`src/rtl/serial_deserializer.sv`:
```
// serial_deserializer: start-bit framed MSB-first serial receiver with a one-word valid/ready output buffer.
module serial_deserializer #(
  parameter int WIDTH = 8
) (
  input  logic             clock,
  input  logic             reset,
  input  logic             io_in,
  input  logic             io_in_valid,
  output logic [WIDTH-1:0] io_out_bits,
  output logic             io_out_valid,
  input  logic             io_out_ready,
  output logic             io_busy,
  output logic             io_overrun
);
  localparam int CW = $clog2(WIDTH + 1);
  typedef enum logic {IDLE, SHIFT} state_t;
  state_t           state;
  logic [CW-1:0]    cnt;
  logic [WIDTH-1:0] shreg;
  logic [WIDTH-1:0] word;
  logic             done;
  logic             consume;
  assign word    = {shreg[WIDTH-2:0], io_in};
  assign done    = state == SHIFT && io_in_valid && cnt == CW'(WIDTH - 1);
  assign consume = io_out_valid && io_out_ready;
  always_ff @(posedge clock or negedge reset) begin
    if (!reset) begin
      state        <= IDLE;
      cnt          <= '0;
      shreg        <= '0;
      io_out_bits  <= '0;
      io_out_valid <= 1'b0;
      io_busy      <= 1'b0;
      io_overrun   <= 1'b0;
    end else begin
      io_overrun <= 1'b0;
      if (consume) io_out_valid <= 1'b0;
      if (state == IDLE && io_in_valid && io_in) begin
        state   <= SHIFT;
        cnt     <= '0;
        io_busy <= 1'b1;
      end
      if (state == SHIFT && io_in_valid) begin
        shreg <= word;
        cnt   <= done ? '0 : cnt + 1'b1;
      end
      // Completion loads from the live bit, not the stale shreg
      if (done) begin
        state   <= IDLE;
        io_busy <= 1'b0;
        if (!io_out_valid || consume) begin
          io_out_bits  <= word;
          io_out_valid <= 1'b1;
        end else begin
          io_overrun <= 1'b1;
        end
      end
    end
  end
endmodule

```
`config.mk`:
```
export PLATFORM = sky130hd
export DESIGN_NAME = serial_deserializer
export DESIGN_NICKNAME = d
export VERILOG_FILES = /design/src/rtl/serial_deserializer.sv
export SDC_FILE = /design/constraint.sdc
export NUM_CORES = 1
export LEC_CHECK = 0
export CORE_MARGIN = 1.5
export CORE_UTILIZATION = 35
export CTS_CLUSTER_SIZE = 8
export DETAILED_ROUTE_END_ITERATION = 16
export GPL_TIMING_DRIVEN = 0
export PLACE_DENSITY = 0.68
export SKIP_CTS_REPAIR_TIMING = 1
export SYNTH_ARGS = -nofsm -noshare
export SYNTH_HDL_FRONTEND = slang
export SYNTH_SLANG_ARGS = --single-unit
```
`constraint.sdc`:
```
create_clock -name clock -period 3.7 [get_ports clock]
set_input_delay 0.555 -clock clock [delete_from_list [all_inputs] [get_ports clock]]
set_output_delay 0.555 -clock clock [all_outputs]
set_load 0.05 [all_outputs]
```
# Word-level counts from Yosys, hierarchy flattened
# Index checks and enable logic that the tools add are counted.
# totals
regBits	22
input_bits	5
output_inout_bits	11
elab_cells	29
# classes
add_sub_neg	1
n_eq_ne	1
n_mux	10
bitwise	1
reduce_logical	10
# ops
cell	n
4-bit two-way mux	3
1-bit two-way mux	7
1-bit logical AND	5
4-bit by 1-bit adder with 4-bit output, second input constant	1
4-bit by 3-bit == test with 1-bit output, second input constant	1
2-bit nonzero test	2
2-bit AND reduction	1
1-bit logical NOT	1
1-bit logical OR	1
1-bit inverter	1

# Longest topological paths before layout
# depth
ltp_word	5
mapped_depth	5
ltp_nobuf	4

# Least setup slack after synthesis
# OpenSTA, ideal clock, no wires.
# synth_path
kind	reg-to-reg
startpoint	reg state
endpoint	reg io_out_bits[0]
setup_time_ns	0.125
t_arrival_ns	1.559
t_required_ns	3.575
setup_slack_ns	2.016
path_stages_with_launch	6
n_path_buf	2
period_less_slack_ns	1.684
path_cell_list	dfrtp_1 -> buf_6 -> nand2_4 -> and3b_1 -> buf_6 -> mux2_4
# synth_between
elab_chain_len	3
# synth_rtl
item	line_no	rtl
start, declared	17	state_t state;
start signal, assigned	28	state <= IDLE;
start signal, assigned	39	state <= SHIFT;
start signal, assigned	49	state <= IDLE;
1-bit logical AND (2 in series)	24	assign done = state == SHIFT && io_in_valid && cnt == CW'(WIDTH - 1);
2-bit AND reduction (no line)	n/a	
end signal, assigned	52	io_out_bits <= word;
end, declared	9	output logic [WIDTH-1:0] io_out_bits,
# No other way between the ends.
# A chain may end at the register's enable or synchronous reset.

# Final worst setup path
# layout_path
startpoint	reg io_out_valid
endpoint	out io_out_valid
# layout_rtl
item	line_no	rtl
start, declared	10	output logic io_out_valid,
start signal, assigned	32	io_out_valid <= 1'b0;
start signal, assigned	37	if (consume) io_out_valid <= 1'b0;
start signal, assigned	53	io_out_valid <= 1'b1;
# No word-level cell between the ends.

==> impl_metrics.csv <==
group,metric,value,unit
route,routedWlPerCell,13.65,um
sta,drv_slew,0,
die,start_util,0.3744,
place,port_buffers,14,
power,power_frac_clock,0.195,
sta,skew,0.005289,ns
worst_hold_path,hold_path_class,"in2reg",
die,die_x,54.71,um
logic_synthesis,synth_edf_count,0,
sta,layout_min_cycle_time,2.096,ns
outcome,status,"completed",
global_route,overflow,0,
sta,rsz0062_at_grt,"no",
worst_hold_path,whs_path_depth,2,
final_layout,areaGrowthSynthToFinish,24.60,%
power,swShare,0.3568,
route,routed_wl,1515,um
global_route,grt_pass1_wl,2518,um
logic_synthesis,async_reset_ff_frac,1.000,
final_layout,fill_cells,232,
sta,post-route-period-util,0.5666,
sta,setup_violations,0,
place,dp_hpwl,1061,um
setup_path,critPathMaxStageDelay,0.82,ns
sta,slew_headroom,0.3393,
logic_synthesis,yosysTopAreaCellShare,0.5882,
route,vias_per_cell,4.892,
global_route,grt_max_degree,23,
sta,hold_violations,0,
place,place_congestion,0.7124,
die,die_area,2993,um^2
logic_synthesis,synth_area_leaders,"dfrtp_1, mux2_4, mux2_2",
setup_path,crit_chain,"clkdlybuf4s50_1",
die,rows,18,
setup_path,rrSetupSlack,2.07,ns
logic_synthesis,synth_common_cells,"dfrtp_1, mux2_4, mux2_2, nand3_1, nand2_1",
final_layout,regArea,550.5,um^2
sta,setup_tns,0,ns
die,core_region_area,2500,um^2
logic_synthesis,yosysUniqueCellTypes,21,
sta,tightest_slew,0.9880,ns
route,drtIter0Drc,3,
power,switching_power,0.3419,mW
setup_path,crit_slowest_cell,"clkdlybuf4s50_1",
setup_path,path_class,"reg2out",
cts,clk_pin_slew,0.12,ns
logic_synthesis,yosys_warnings,0,
global_route,grt_pass1_vias,519,
final_layout,drive_gt1_frac,0.2963,
cts,cts_root_buffer,"clkbuf_4",
power,p_total,0.9582,mW
power,seq_power_share,0.408,
final_layout,multiInputGateArea,351.6,um^2
setup_path,crit_fanout,2,
cts,htree_num_levels,1,
power,p_comb_frac,0.397,
cts,insertion_delay,0.32,ns
logic_synthesis,avgSynthCellArea,14.86,um^2
logic_synthesis,netlist_area,935.9,um^2
setup_path,critical_path_depth,1,
logic_synthesis,yosysSeqAreaShare,0.5882,
setup_path,path_buf_inv,1,
power,power.leakage,0.5259,nW
logic_synthesis,synth-seq-cells,22,
cts,cts.path.max_buffers,2,
logic_synthesis,syn-num-nets,69,
die,fp.dieH,54.71,um
global_route,grt_antenna_before_repair,0,
route,ant_nets,0,
setup_path,cp-end-kind,"output port",
cts,cts_tree,"done",
die,pin_count,16,
logic_synthesis,yosysMostFrequentCell,"dfrtp_1",
global_route,grt_usage,0.1246,
sta,max_freq,0.4770,GHz
route,dr.pass1.iters,2,
setup_path,reg2reg_depth,5,
final_layout,nets,88,
power,intPower,0.6163,mW
setup_path,critPathRequiredTime,3.14,ns
setup_path,cp.arrival,1.54,ns
logic_synthesis,synth_ff_type,"dfrtp_1",
logic_synthesis,syn-instance-count,63,
power,power_density,821.7,nW/um^2
cts,cts_made_buffers,3,
setup_path,start_kind,"flop",
route,route.vias.total,543,
final_layout,num_antenna_cells,0,
logic_synthesis,yosysTopAreaCell,"dfrtp_1",
route,drcViolationCount,0,
power,vdd_drop_max,573.4,uV
setup_path,path_delay_family,"buffers and inverters",
job,maxCapViolCount,0,
cts,cts_sinks,22,
==> power by group through the flow <==
stage                     registers (mW)  clock network (mW)  logic (mW)
after floorplan                    0.509                   0       0.157
final                              0.391               0.187       0.380
after global placement             0.393                   0       0.376
after global routing               0.405               0.200       0.407
after detailed placement           0.398                   0       0.384
after CTS                          0.393               0.191       0.384
==> cell usage in the layout (no fill, tap or decap), drive strengths merged, types with 2 or more instances in the layout <==
| master | n |
|---|---|
| mux2 | 15 |
| buf | 3 |
| and3b | 2 |
| dfrtp | 22 |
| nand2 | 4 |
| clkdlybuf4s50 | 14 |
| nand3 | 4 |
| o21ai | 2 |
| clkbuf | 3 |
==> final timing paths <==
path | startpoint | endpoint
worst max-delay path | io_out_valid | io_out_valid
worst min-delay path | io_in_valid | state
max in group asynchronous | reset | shreg[0]
worst max register to register | cnt[0] | io_out_bits[2]
min in group asynchronous | reset | io_out_bits[6]
worst min register to register | io_out_bits[5] | io_out_bits[5]
==> through the flow <==
| step | util | instances | hold slack, ns | instance area [um^2] | setup WS (ns) |
|---|---|---|---|---|---|
| 6_report | 0.4665 | 111 | 0.4689 | 1166 | 1.604 |
| 5_1_grt | 0.4665 | 111 | 0.5024 | 1166 | 1.549 |
| 4_1_cts | 0.4665 | 111 | 0.4608 | 1166 | 1.586 |
| 3_5_place_dp | 0.4454 | 107 | 0.4957 | 1114 | 1.802 |
| 3_3_place_gp | 0.4454 | 107 | 0.4849 | 1114 | 1.806 |
| 2_1_floorplan | - | 63 | 0.2594 | 935.9 | 2.016 |
==> per-layer routing <==
layer	share of wire	up-vias	GRT usage
li1	-	258	-
met1	0.47	268	0.1507
met2	0.45	13	0.1964
met3	0.059	4	0.04918
met4	0.017	0	0.05000
met5	0	-	0
==> cell type report <==
type / instances / share of cell area
clock inverters: 1 / 0.02575
clock buffers: 3 / 0.01931
multi-input cells: 37 / 0.3015
flip-flops and latches: 22 / 0.4721
inverters: 1 / 0.003219
repair buffers: 14 / 0.1202
plain buffers: 3 / 0.02575
well taps: 30 / 0.03219
==> sequential cells by signal, summed over array words and instances (netlist names) <==
| signal | cells |
|---|---|
| io_overrun | 1 |
| state | 1 |
| io_out_valid | 1 |
| io_out_bits | 8 |
| cnt | 4 |
| shreg | 7 |
==> cell families after synthesis <==
logic type / Yosys count / synth area share
flip-flops: 22 / 0.5882
multiplexers: 15 / 0.2126
AND/OR/NAND/NOR: 14 / 0.09893
AO/OA/AOI/OAI: 7 / 0.05081
buffers and inverters: 4 / 0.03609
adder cells (fa/ha/maj): 1 / 0.01337
Note: power is estimated with default switching activity, not from simulation.
